## config.mk

```make
export PLATFORM = sky130hd
export DESIGN_NAME = psr1_pulse_mon_flat
export DESIGN_NICKNAME = d
export VERILOG_FILES = /design/src/rtl/psr1_mon_pkg.sv /design/src/rtl/psr1_pulse_mon_if.sv /design/src/rtl/psr1_mon_fifo.sv /design/src/rtl/psr1_pulse_mon.sv /design/src/flat_wrapper.sv
export SDC_FILE = /design/constraint.sdc
export NUM_CORES = 1
export LEC_CHECK = 0
export ABC_CLOCK_PERIOD_IN_PS = 3300
export CELL_PAD_IN_SITES_DETAIL_PLACEMENT = 1
export CELL_PAD_IN_SITES_GLOBAL_PLACEMENT = 1
export CORE_MARGIN = 2
export CORE_UTILIZATION = 46
export DETAILED_ROUTE_END_ITERATION = 10
export GPL_TIMING_DRIVEN = 0
export PLACE_DENSITY_LB_ADDON = 0.2
export SLEW_MARGIN = 20
export SYNTH_ARGS = -nofsm -noshare
export SYNTH_HDL_FRONTEND = slang
export SYNTH_SLANG_ARGS = --single-unit
export TNS_END_PERCENT = 10
```

## constraint.sdc

```tcl
create_clock -name clk -period 3.3 [get_ports clk]
set_input_delay 0.66 -clock clk [delete_from_list [all_inputs] [get_ports clk]]
set_output_delay 0.66 -clock clk [all_outputs]
set_load 0.02 [all_outputs]
```

## src/rtl/psr1_mon_pkg.sv

```systemverilog
// Shared defaults and the event record layout for the pulse monitor.
package psr1_mon_pkg;

  localparam int CNT_W_DEF      = 16;
  localparam int FIFO_DEPTH_DEF = 4;

  // Interval reported for the first pulse after reset or clear
  localparam logic [63:0] FIRST = '1;

  typedef struct packed {
    logic [CNT_W_DEF-1:0] interval;
    logic                 is_short;
  } ev_t;

  localparam int EV_W_DEF = $bits(ev_t);

endpackage

```

## src/rtl/psr1_pulse_mon_if.sv

```systemverilog
// Event queue handshake between the pulse monitor (master) and its consumer (slave).
interface psr1_pulse_mon_if
  import psr1_mon_pkg::*;
#(
  parameter int CNT_W = CNT_W_DEF
);

  logic             ev_valid;
  logic             ev_ready;
  logic [CNT_W-1:0] ev_interval;
  logic             ev_short;

  modport master (
    output ev_valid,
    output ev_interval,
    output ev_short,
    input  ev_ready
  );

  modport slave (
    input  ev_valid,
    input  ev_interval,
    input  ev_short,
    output ev_ready
  );

endinterface

```

## src/rtl/psr1_mon_fifo.sv

```systemverilog
// Synchronous event FIFO: count-based full/empty, registered head (no fall-through).
module psr1_mon_fifo
  import psr1_mon_pkg::*;
#(
  parameter int DATA_W = EV_W_DEF,
  parameter int DEPTH  = FIFO_DEPTH_DEF
) (
  input  logic              clk,
  input  logic              rst_n,
  input  logic              clr,
  input  logic              push,
  input  logic              pop,
  input  logic [DATA_W-1:0] din,
  output logic [DATA_W-1:0] dout,
  output logic              valid,
  output logic              full
);

  localparam int AW = (DEPTH > 1) ? $clog2(DEPTH) : 1;

  logic [DATA_W-1:0] r_mem [DEPTH];
  logic [AW-1:0]     r_wr;
  logic [AW-1:0]     r_rd;
  logic [AW:0]       r_cnt;

  logic w_do_push;
  logic w_do_pop;

  assign valid     = (r_cnt != '0);
  assign full      = (r_cnt == (AW+1)'(DEPTH));
  assign w_do_pop  = pop && valid && !clr;
  // A push into a full queue is only legal when the head leaves in the same cycle
  assign w_do_push = push && !clr && (!full || w_do_pop);
  assign dout      = r_mem[r_rd];

  always_ff @(posedge clk) begin
    if (w_do_push) begin
      r_mem[r_wr] <= din;
    end
  end

  always_ff @(posedge clk) begin
    if (!rst_n || clr) begin
      r_wr  <= '0;
      r_rd  <= '0;
      r_cnt <= '0;
    end else begin
      if (w_do_push) begin
        r_wr <= r_wr + 1'b1;
      end
      if (w_do_pop) begin
        r_rd <= r_rd + 1'b1;
      end
      case ({w_do_push, w_do_pop})
        2'b10:   r_cnt <= r_cnt + 1'b1;
        2'b01:   r_cnt <= r_cnt - 1'b1;
        default: r_cnt <= r_cnt;
      endcase
    end
  end

endmodule

```

## src/rtl/psr1_pulse_mon.sv

```systemverilog
// Pulse separation monitor: synchronizes pulse_in, timestamps each pulse and queues events.
// Build macro PSR1_MON_XCHK_EN additionally counts X-sampled pulses as collisions.
module psr1_pulse_mon
  import psr1_mon_pkg::*;
#(
  parameter int T_SEP      = 10,
  parameter int CNT_W      = CNT_W_DEF,
  parameter int FIFO_DEPTH = FIFO_DEPTH_DEF
) (
  input  logic             clk,
  input  logic             rst_n,
  input  logic             pulse_in,
  input  logic             clr,
  psr1_pulse_mon_if.master ev,
  output logic [CNT_W-1:0] pulse_cnt,
  output logic             sep_err,
  output logic             drop,
  output logic             ovf,
  output logic [7:0]       coll_cnt
);

  localparam logic [CNT_W-1:0] ALL1  = CNT_W'(FIRST);
  localparam int               EV_W  = CNT_W + 1;

  function automatic logic [CNT_W-1:0] sat_inc_cnt(input logic [CNT_W-1:0] v);
    return (&v) ? v : v + CNT_W'(1);
  endfunction

  logic             r_s1;
  logic             r_s2;
  logic             r_s3;
  logic [CNT_W-1:0] r_icnt;
  logic             r_seen;
  logic [CNT_W-1:0] r_pcnt;
  logic             r_sep;
  logic             r_drop;
  logic             r_ovf;

  logic             w_s2_hi;
  logic             w_coll;
  logic             w_det;
  logic [CNT_W-1:0] w_interval;
  logic             w_short;
  logic             w_pop;
  logic             w_full;
  logic             w_push;
  logic             w_fifo_valid;
  logic [EV_W-1:0]  w_fifo_din;
  logic [EV_W-1:0]  w_fifo_dout;

  // Synchronizer and edge-history stages
  always_ff @(posedge clk) begin
    if (!rst_n) begin
      r_s1 <= 1'b0;
      r_s2 <= 1'b0;
      r_s3 <= 1'b0;
    end else begin
      r_s1 <= pulse_in;
      r_s2 <= r_s1;
      r_s3 <= r_s2;
    end
  end

  // An unknown s2/s3 never counts as a clean high level
  assign w_s2_hi = (r_s2 === 1'b1);
`ifdef PSR1_MON_XCHK_EN
  assign w_coll  = (r_s2 === 1'bx) && (r_s3 === 1'b0);
`else
  assign w_coll  = 1'b0;
`endif
  assign w_det   = (w_s2_hi && (r_s3 !== 1'b1)) || w_coll;

  assign w_interval = r_seen ? r_icnt : ALL1;
  assign w_short    = r_seen && (r_icnt < CNT_W'(T_SEP));

  assign w_pop      = ev.ev_valid && ev.ev_ready;
  assign w_push     = w_det && !clr;
  assign w_fifo_din = {w_interval, w_short};

  // Interval, pulse count and sticky flags
  always_ff @(posedge clk) begin
    if (!rst_n || clr) begin
      r_icnt <= '0;
      r_seen <= 1'b0;
      r_pcnt <= '0;
      r_sep  <= 1'b0;
      r_drop <= 1'b0;
      r_ovf  <= 1'b0;
    end else begin
      r_icnt <= w_det ? CNT_W'(1) : sat_inc_cnt(r_icnt);
      if (w_det) begin
        r_seen <= 1'b1;
        r_pcnt <= r_pcnt + CNT_W'(1);
        if (&r_pcnt) begin
          r_ovf <= 1'b1;
        end
        if (w_short) begin
          r_sep <= 1'b1;
        end
        if (w_full && !w_pop) begin
          r_drop <= 1'b1;
        end
      end
    end
  end

`ifdef PSR1_MON_XCHK_EN
  function automatic logic [7:0] sat_inc8(input logic [7:0] v);
    return (&v) ? v : v + 8'd1;
  endfunction

  logic [7:0] r_coll;

  always_ff @(posedge clk) begin
    if (!rst_n || clr) begin
      r_coll <= '0;
    end else if (w_coll) begin
      r_coll <= sat_inc8(r_coll);
    end
  end

  assign coll_cnt = r_coll;
`else
  assign coll_cnt = '0;
`endif

  psr1_mon_fifo #(
    .DATA_W (EV_W),
    .DEPTH  (FIFO_DEPTH)
  ) u_fifo (
    .clk   (clk),
    .rst_n (rst_n),
    .clr   (clr),
    .push  (w_push),
    .pop   (w_pop),
    .din   (w_fifo_din),
    .dout  (w_fifo_dout),
    .valid (w_fifo_valid),
    .full  (w_full)
  );

  // Head fields read zero while the queue is empty
  assign ev.ev_valid    = w_fifo_valid;
  assign ev.ev_interval = w_fifo_valid ? w_fifo_dout[EV_W-1:1] : '0;
  assign ev.ev_short    = w_fifo_valid && w_fifo_dout[0];

  assign pulse_cnt = r_pcnt;
  assign sep_err   = r_sep;
  assign drop      = r_drop;
  assign ovf       = r_ovf;

endmodule

```

## src/flat_wrapper.sv

```systemverilog
// flat-port wrapper written by rule: the top's interface ports become plain ports
module psr1_pulse_mon_flat import psr1_mon_pkg::*;
#(
  parameter int T_SEP      = 10,
  parameter int CNT_W      = CNT_W_DEF,
  parameter int FIFO_DEPTH = FIFO_DEPTH_DEF
)
  (clk, rst_n, pulse_in, clr, pulse_cnt, sep_err, drop, ovf, coll_cnt, ev_ev_valid, ev_ev_interval, ev_ev_short, ev_ev_ready);
  psr1_pulse_mon_if #(.CNT_W(CNT_W)) ev_i ();
  input  logic clk;
  input  logic rst_n;
  input  logic pulse_in;
  input  logic clr;
  output logic [CNT_W-1:0] pulse_cnt;
  output logic sep_err;
  output logic drop;
  output logic ovf;
  output logic [7:0] coll_cnt;
  output wire logic [$bits(ev_i.ev_valid)-1:0] ev_ev_valid;
  output wire logic [$bits(ev_i.ev_interval)-1:0] ev_ev_interval;
  output wire logic [$bits(ev_i.ev_short)-1:0] ev_ev_short;
  input wire logic [$bits(ev_i.ev_ready)-1:0] ev_ev_ready;
  assign ev_ev_valid = ev_i.ev_valid;
  assign ev_ev_interval = ev_i.ev_interval;
  assign ev_ev_short = ev_i.ev_short;
  assign ev_i.ev_ready = ev_ev_ready;
  psr1_pulse_mon #(.T_SEP(T_SEP), .CNT_W(CNT_W), .FIFO_DEPTH(FIFO_DEPTH)) u_core (.clk(clk), .rst_n(rst_n), .pulse_in(pulse_in), .clr(clr), .ev(ev_i), .pulse_cnt(pulse_cnt), .sep_err(sep_err), .drop(drop), .ovf(ovf), .coll_cnt(coll_cnt));
endmodule
```

==> metrics.md, run 1 <==
| Metric | Value |
|---|---|
| Worst hold margin | ~0.45 ns |
| First-pass GRT wire length | 18600 µm |
| Gr usage total | 21.3% |
| Yosys top cell area share | 40.6% |
| I/O Pins | 50 |
| CTS root buf | clkbuf_8 |
| Leakage | 1.95 nW |
| Vias in the first global route | roughly 3600 |
| CTS buffer count | 17 |
| Worst EP arrival | 2.49 ns |
| Gate power share | roughly 2.5% |
| Cell area after synthesis | 5030 µm² |
| Slew @ Worst Pin | roughly 0.95 ns |
| Setup Total Neg Slack | 0 ns |
| Outcome | completed |
| Compound-Gate Fraction of Synth Area | 5.27% |
| Adder-cell share of the synthesized area | 1.89% |
| Crit path time final | 3.15 ns |
| Post-synth cell types | 43 |
| H-tree depth | 4 |
| Share of cells above drive strength 1 | ~14% |
| Sw frac | 21.0% |
| Fin crit share | 95.5% |
| Final core occ | 57.7% |
| Port-buffer cells | 40 |
| CP Max Fanout | 10 |
| Starting Density | 46.8% |
| Count of final setup violators | 0 |
| Sequential share of power | 46.1% |
| Slew HR | 36.8% |
| CP Capture Type | output pin |
| Fin cells | 622 |
| Worst Skew | 0.00449 ns |
| DR vias | 3434 |
| CTS Sinks | 116 |
| Multi-input gate area | 1860 µm² |
| Post-synthesis mux area share | 8.00% |
| Vias per cell | 5.52 |
| Mapped Cells | 404 |
| Ys async rst share | 0% |
| Ys Warns | 0 |
| Hold Path Class | reg -> reg |
| Clk pwr share | 51.4% |
| Die Span Y | 109 µm |
| Placed cell count | 591 |
| Total Wirelength | 11500 µm |
| Primary FF master, synth | edfxtp_1 |
| Die ar. | 11800 µm² |
| Number of synthesized flops with an enable pin | between 60 and 70 |
| Final ANT Viol Nets | 0 |
| DPL Wire Length | 7460 µm |
| Synth Area per Inst | 12.5 µm² |
| DR iter-0 viols | 143 |
| DRT Pass-1 Iters | 4 |
| RSZ-0062 raised after global routing | no |
| Slew Limit Fails | 0 |
| FILL cells | 1112 |
| Leading area contributor after synthesis | edfxtp_1 |
| Worst r2r src | u_core.u_fifo.r_cnt[0]$_SDFFE_PP0P_ |
| Critical path class | reg -> out |
| Design Power | 3.33 mW |
| Grt total ovfl | 0 |
| Post-CTS setup buffer count | 0 |
| Post-synthesis simple-gate area fraction | 17.7% |
| Clk_lat worst skew | 0.51 ns |
| Post-synthesis sequential area ratio | 59.7% |
| Ant. Diodes | 0 |
| Count of final hold-check violations | 0 |
| Top cells by area, synth | edfxtp_1, dfxtp_1, mux4_2 |
| Clk buf depth | 2 |
| Clk slew on worst S/H paths | 0.06 ns |
| WP data required | ~2.6 ns |
| Area growth syn-to-layout | 23.2% |
| Hold path start | u_core.r_s1$_SDFF_PN0_ |
| Largest family of logic cells by synthesized area | simple AND/OR/NAND/NOR gates |
| Fin nets | 481 |
| VDD IR-drop max | 0.383 mV |
| Sw power | 0.699 mW |
| DR DRC count | 0 |
| Yosys reg bits | between 100 and 150 |
| Die Width | 109 µm |
| Placeable core region | 10700 µm² |
| Sequential cell area | around 3000 µm² |
| Row cnt | 38 |
| Power Density | roughly 540 nW/µm² |
| Initial antenna violation count | 0 |
| Int Power | 2.63 mW |
| Synth Area in XOR/XNOR | under 10% |
| Fmax | 0.317 GHz |
| Drt wl/cell | between 15 and 20 µm |
| Crit path launch type | register |
| Largest net degree at the start of global routing | 18 |
| CTS tree | yes |
| GP Congestion | 0.779 |
| Max-Cap Viols | 0 |
==> cells by family after synthesis <==
group	after synthesis
AOI/OAI and AO/OA	44
xor gates and xnor gates	20
adders and majority gates	7
buffers and inverters	41
DFF	116
muxes	19
other	1
and+or+nand+nor	156
==> power by group through the flow <==
stage | clock network [mW] | logic [mW] | registers [mW]
after floorplan | 0 | 0.0561 | 1.56
after global placement | 0 | 0.0809 | 1.56
after detailed placement | 0 | 0.0838 | 1.56
after CTS | 1.73 | 0.0848 | 1.53
after global routing | 1.79 | 0.0920 | 1.54
final | 1.71 | 0.0840 | 1.53
==> routing by layer <==
| layer | wire [µm] | track usage [%] | up-vias | share of wire [%] |
|---|---|---|---|---|
| met4 | 191 | 7.97 | 0 | 1.7 |
| met1 | 4930 | 25.6 | 1734 | 43 |
| met3 | 436 | 5.30 | 18 | 3.8 |
| met5 | 0 | 0 | - | 0 |
| li1 | - | - | 1602 | - |
| met2 | 5910 | 36.7 | 80 | 52 |
==> registers in the layout (all words and copies together) (netlist names), 2 cells and up, named ones only <==
name,count
u_core.u_fifo.r_wr,2
u_core.r_icnt,16
u_core.u_fifo.r_rd,2
u_core.pulse_cnt,16
u_core.u_fifo.r_mem,68
u_core.u_fifo.r_cnt,3
==> final cells by class <==
cell class | instances | share of cell area, %
Inverter | 8 | 0.484
Clock buffer | 19 | 6.80
Timing Repair Buffer | 40 | 6.46
Tap cell | 140 | 2.82
Multi-Input combinational cell | 254 | 30.0
Buffer | 32 | 2.88
Sequential cell | 116 | 48.4
Clock inverter | 13 | 2.18
==> final timing paths <==
kind              cells past startpoint  slack (ns)                             endpoint
hold / removal                        1        0.45               u_core.r_s2$_SDFF_PN0_
setup / recovery                      5        0.15                    ev_ev_interval[5]
hold reg to reg                       1        0.45               u_core.r_s2$_SDFF_PN0_
setup reg to reg                      9        0.38  u_core.u_fifo.r_cnt[2]$_SDFFE_PP0P_
==> critical path: stages, from the launching register on <==
cell and delay (ns):
dfxtp_1 0.30, clkbuf_4 0.23, buf_8 0.20, mux4_2 0.54, and2_1 0.17, clkdlybuf4s50_1 0.54
==> through the flow <==
stage,area (µm²),setup WS (ns)
finish,6200,0.150
global route,6200,0.00301
CTS,6200,0.0322
detailed placement,5640,0.280
global placement,5640,0.289
floorplan,5060,0.764
==> cells in the final DEF (no fill, tap or decap), drive strengths merged, types with 7 or more instances in the layout <==
master,instances
o21ai,10
clkbuf,35
nor2,28
and2,26
clkdlybuf4s50,40
xor2,15
a21oi,17
nor4,7
nand2,16
inv,9
nand4,16
edfxtp,68
mux4,17
nand2b,18
buf,16
conb,8
or3,10
nand3,11
dfxtp,48
==> repair_timing <==
item                                    CTS  global route
resized for setup                         3             2
endpoints found under the setup margin   10            10
hold buffers                              0             0
endpoints found under the hold margin     0             0
==> cells in the mapped netlist, types with 2 or more instances <==
cell type / n
edfxtp_1: 68
dfxtp_1: 48
nor2_1: 28
and2_1: 26
nand2b_1: 18
a21oi_1: 17
mux4_2: 17
nand2_1: 16
nand4_1: 15
xor2_1: 15
clkbuf_1: 14
nand3_1: 11
buf_4: 10
o21ai_0: 10
or3_1: 10
inv_1: 8
and3_1: 6
ha_1: 6
or4_1: 6
buf_2: 5
nor4_1: 5
xnor2_1: 5
a31oi_1: 4
o31ai_1: 4
buf_1: 3
nor2b_1: 3
nor3_1: 3
o2111ai_1: 3
a41oi_1: 2
and4_1: 2
and4b_1: 2
mux2i_1: 2
nor4_2: 2
Note: power is estimated with default switching activity, not from simulation.
==> run 2, diff against run 1 <==
CAP_MARGIN = 20   (was not set)
RECOVER_POWER = 25   (was not set)
==> run 2 against run 1 <==
  * Clock-buffer cell count unchanged
  * Routed wire length grew 0.15%
  * Cell area unchanged
  * Clock skew is essentially flat
==> metrics.md, run 2 (synthesized netlist as in run 1, its figures left out) <==
| Metric | Value |
|---|---|
| Worst Skew | 0.00497 ns |
| Vias per cell | roughly 5.5 |
| Largest net degree at the start of global routing | 18 |
| Row cnt | 38 |
| Outcome | completed |
| Leakage | 1.95 nW |
| Clk slew on worst S/H paths | around 0.06 ns |
| Largest register FFs | 68 |
| Power Density | 537 nW/µm² |
| Largest reg by FF count | u_core.u_fifo.r_mem |
| Count of final hold-check violations | 0 |
| Worst EP arrival | 2.49 ns |
| Slew @ Worst Pin | 0.953 ns |
| CTS root buf | clkbuf_8 |
| Port-buffer cells | 40 |
| VDD IR-drop max | about 0.38 mV |
| Fin worst setup slack | around 0.15 ns |
| Setup WS pre-CTS | 0.280 ns |
| Clk buf depth | 2 |
| Clk_lat worst skew | 0.51 ns |
| Critical path class | reg -> out |
| Initial antenna violation count | 0 |
| Hold Path Class | reg -> reg |
| Crit path time final | around 3.1 ns |
| Slew Limit Fails | 0 |
| DPL Wire Length | ~7500 µm |
| Fin crit share | 95.5% |
| Ant. Diodes | 0 |
| Die ar. | ~12000 µm² |
| CP max stage cell | mux4_2 |
| RSZ-0062 raised after global routing | no |
| Final core occ | 57.7% |
| Setup Total Neg Slack | 0 ns |
| Fin nets | 481 |
| Crit path buf inv count | 3 |
| Fin cells | 622 |
| Most common cell after layout, fill and taps aside | edfxtp_1 |
| CP cell instances | clkbuf_4 > buf_8 > mux4_2 > and2_1 > clkdlybuf4s50_1 |
| I/O Pins | 50 |
| First-pass GRT wire length | 18600 µm |
| Commonest non-fill, non-tap cells in the layout | edfxtp_1, dfxtp_1, clkdlybuf4s50_1 |
| GP Congestion | ~0.8 |
| Die Width | 109 µm |
| Grt total ovfl | 0 |
| FILL cells | 1112 |
| Starting Density | 46.8% |
| Post-CTS setup buffer count | 0 |
| DR vias | 3433 |
| Post-CTS Resized | 3 |
| CTS buffer count | 17 |
| Placed cell count | ~590 |
| Final ANT Viol Nets | 0 |
| Die Span Y | approximately 110 µm |
| Hold_buf cts | 0 |
| DR iter-0 viols | 145 |
| Vias in the first global route | 3564 |
| Drt wl/cell | 18.5 µm |
| Gr usage total | a little over a fifth |
| Sequential cell area | 3000 µm² |
| Crit path launch type | register |
| CP Max Fanout | 10 |
| Max-Cap Viols | 0 |
| Design Power | ~3.3 mW |
| DR DRC count | 0 |
| CP top delay family | buffers and inverters |
| Max stage delay on crit path | 0.54 ns |
| Count of final setup violators | 0 |
| Area growth syn-to-layout | 23.2% |
| Total Wirelength | 11500 µm |
| CP Capture Type | output pin |
| H-tree depth | 4 |
| Fmax | 0.317 GHz |
| Multi-input gate area | between 1500 and 2000 µm² |
| Placeable core region | between 10000 and 15000 µm² |
| Share of cells above drive strength 1 | 13.9% |
| DRT Pass-1 Iters | 4 |
| WP data required | around 2.6 ns |
| Slew HR | 36.4% |
| CTS tree | yes |
| CTS Sinks | 116 |
-- run 2: final timing paths --
check / startpoint / end / slack (ns) / cells after the start
worst max register to register: u_core.u_fifo.r_cnt[0]$_SDFFE_PP0P_ / u_core.u_fifo.r_cnt[2]$_SDFFE_PP0P_ / 0.38 / 9
worst min register to register: u_core.r_s1$_SDFF_PN0_ / u_core.r_s2$_SDFF_PN0_ / 0.46 / 1
worst min-delay path: u_core.r_s1$_SDFF_PN0_ / u_core.r_s2$_SDFF_PN0_ / 0.46 / 1
worst max-delay path: register / ev_ev_interval[5] / 0.15 / 5
-- run 2: through the flow --
step | instance area, µm² | hold WS, ns
final | 6200 | 0.458
after global routing | 6200 | 0.484
after CTS | 6200 | 0.461
after detailed placement | 5640 | 0.446
after global placement | 5640 | 0.419
after floorplan | 5060 | 0.412
-- run 2: where the power goes --
| group | total, mW | leakage (nW) | switching (mW) | internal (mW) |
|---|---|---|---|---|
| Clock | 1.71 | 0.262 | 0.641 | 1.07 |
| Sequential | 1.53 | 0.919 | 0.00537 | 1.53 |
| Combinational | 0.0838 | 0.770 | 0.0538 | 0.0300 |
| Total | 3.33 | 1.95 | 0.700 | 2.63 |
-- run 2: final cells by class --
| class | instances | area share (%) |
|---|---|---|
| clock buffers | 19 | 6.80 |
| multi-input cells | 254 | 30.0 |
| flip-flops and latches | 116 | 48.4 |
| plain buffers | 32 | 2.88 |
| repair buffers | 40 | 6.46 |
| clock inverters | 13 | 2.18 |
| inverters | 8 | 0.484 |
| well taps | 140 | 2.82 |
-- run 2: worst reg2reg max path, cell delays in order, from the launching register on --
cell and delay (ns):
dfxtp_1 0.30, clkbuf_1 0.27, or3_1 0.21, clkbuf_1 0.35
nand2_1 0.16, or3_1 0.39, fa_1 0.44, or3_1 0.40
a31oi_1 0.19, a21oi_1 0.08
-- run 2: metal layers --
metal	GRT usage [%]	wire length [µm]	part of all wire, %	up-vias
met5	0	0	0	-
met4	7.97	171	1.5	0
met3	5.30	418	3.6	16
met2	36.7	5950	52	77
met1	25.6	4940	43	1738
li1	-	-	-	1602
==> run 3, diff against run 2 <==
==> constraint.sdc (replaced) <==
create_clock -name clk -period 3.3 [get_ports clk]
set_input_delay 0.33 -clock clk [delete_from_list [all_inputs] [get_ports clk]]
set_output_delay 0.33 -clock clk [all_outputs]
set_load 0.02 [all_outputs]
==> run 3 against run 2 <==
  * First-iteration DRC count is 36% higher
  * Clock power about the same
  * Routed wire length is 0.24% lower
  * Global-route usage is the same
  * Clock-buffer cell count unchanged
  * Worst setup slack better by 0.086 ns
  * Largest power group unchanged
==> metrics.md, run 3 (synthesized netlist as in run 1, its figures left out) <==
| Metric | Value |
|---|---|
| Outcome | completed |
| Port-buffer cells | 40 |
| Vias per cell | 5.55 |
| H-tree depth | 4 |
| Largest reg by FF count | u_core.u_fifo.r_mem |
| Hold depth | 4 |
| I/O Pins | 50 |
| Die Width | 109 µm |
| Area growth syn-to-layout | 23.0% |
| Setup Total Neg Slack | 0 ns |
| Clk buf depth | 2 |
| Total Wirelength | 11500 µm |
| Vias in the first global route | 3567 |
| Die Span Y | 109 µm |
| Clk_lat worst skew | a little over 0.5 ns |
| CTS buffer count | 17 |
| FF-to-FF path depth | 9 |
| Drt wl/cell | around 18 µm |
| Ant. Diodes | 0 |
| Fmax | between 0.3 and 0.4 GHz |
| VDD IR-drop max | 0.382 mV |
| CTS tree | yes |
| First-pass GRT wire length | 18600 µm |
| Crit-path most repeated cell | buf_2 |
| WP data required | 2.97 ns |
| CTS root buf | clkbuf_8 |
| RSZ-0062 raised after global routing | no |
| Final ANT Viol Nets | 0 |
| GP Congestion | 0.779 |
| Slew @ Worst Pin | 0.954 ns |
| Largest net degree at the start of global routing | 18 |
| CP Capture Type | output pin |
| Clk slew on worst S/H paths | 0.06 ns |
| Post-CTS setup buffer count | 0 |
| Hold_buf cts | 0 |
| Largest register FFs | 68 |
| Stages on worst setup path | 5 |
| Crit path launch type | register |
| Crit path buf inv count | 3 |
| Dpl cell area | 5640 µm² |
| Starting Density | about 47% |
| DR vias | 3456 |
| Max stage delay on crit path | between 0.5 and 0.6 ns |
| Critical path class | reg -> out |
| Fin crit share | 92.8% |
| Slew Limit Fails | 0 |
| Count of final hold-check violations | 0 |
| Share of cells above drive strength 1 | 13.9% |
| Grt total ovfl | 0 |
| DPL Wire Length | between 7000 and 8000 µm |
| CP cell instances | buf_2 > buf_2 > mux4_2 > and2_1 > clkdlybuf4s50_1 |
| DR DRC count | 0 |
| Post-CTS Resized | 0 |
| Fin nets | 482 |
| Crit path time final | 3.06 ns |
| Worst Skew | 0.00748 ns |
| Die ar. | 11800 µm² |
| Row cnt | 38 |
| Max-Cap Viols | 0 |
| Power Density | 537 nW/µm² |
| Placeable core region | 10700 µm² |
| Commonest non-fill, non-tap cells in the layout | edfxtp_1, dfxtp_1, clkdlybuf4s50_1 |
| Initial antenna violation count | 0 |
| Slew HR | 36.4% |
| DRT Pass-1 Iters | 4 |
| CTS Sinks | roughly 120 |
| Hold Path Class | in -> reg |
| Worst EP arrival | about 2.7 ns |
| Post-route cell area | 6190 µm² |
| Gr usage total | 21.3% |
| DR iter-0 viols | ~200 |
| Count of final setup violators | 0 |
| CP Max Fanout | 10 |
| Leakage | 1.95 nW |
| CP top delay family | buffers and inverters |
| Most common cell after layout, fill and taps aside | edfxtp_1 |
| CP max stage cell | mux4_2 |
[run 3: cell count changes in the layout (fill, tap and decap cells not counted)]
cell / delta
buf_2: +2
buf_1: +1
buf_8: -1
clkbuf_4: -1
[run 3: layer usage]
metal	GRT usage (%)	share of wire, %	vias up
met4	7.97	1.8	0
met1	25.6	43	1733
met2	36.7	51	95
met5	0	0	-
li1	-	-	1609
met3	5.30	4.1	19
[run 3: tightest hold or removal path, delay by kind of cell]
kind	cells	cell delay (ns)
buf+inv	1	0.21
xor+xnor	1	0.06
simple gates	2	0.26
[run 3: per-stage QoR]
stage	hold WS (ns)	setup slack (ns)	utilization (%)	power [mW]	cells
3_3_place_gp	0.419	0.497	52.4	1.65	591
6_report	0.402	0.236	57.6	3.33	623
2_1_floorplan	0.412	0.846	-	1.62	411
5_1_grt	0.423	0.0275	57.6	3.42	623
4_1_cts	0.386	0.0892	57.6	3.35	623
3_5_place_dp	0.446	0.376	52.4	1.65	591
[run 3: layout make-up]
class / instances / area, µm²
flip-flops and latches: 116 / 3000
well taps: 140 / 175
clock inverters: 13 / 135
plain buffers: 33 / 170
fillers: 1111 / 4550
multi-input cells: 254 / 1860
clock buffers: 19 / 422
repair buffers: 40 / 400
inverters: 8 / 30.0
[run 3: worst paths after layout]
check                                           start  slack [ns]                             endpoint
setup / recovery                             register        0.24                    ev_ev_interval[5]
hold / removal                            ev_ev_ready        0.40   u_core.u_fifo.r_rd[1]$_SDFFE_PP0P_
setup reg to reg  u_core.u_fifo.r_cnt[0]$_SDFFE_PP0P_        0.38  u_core.u_fifo.r_cnt[2]$_SDFFE_PP0P_
hold reg to reg                u_core.r_s1$_SDFF_PN0_        0.46               u_core.r_s2$_SDFF_PN0_
[run 3: report_power, final]
part,switching [mW],leakage (nW),total [mW],internal (mW)
sequential,0.00530,0.919,1.53,1.53
combinational,0.0536,0.771,0.0835,0.0299
clock,0.638,0.262,1.71,1.07
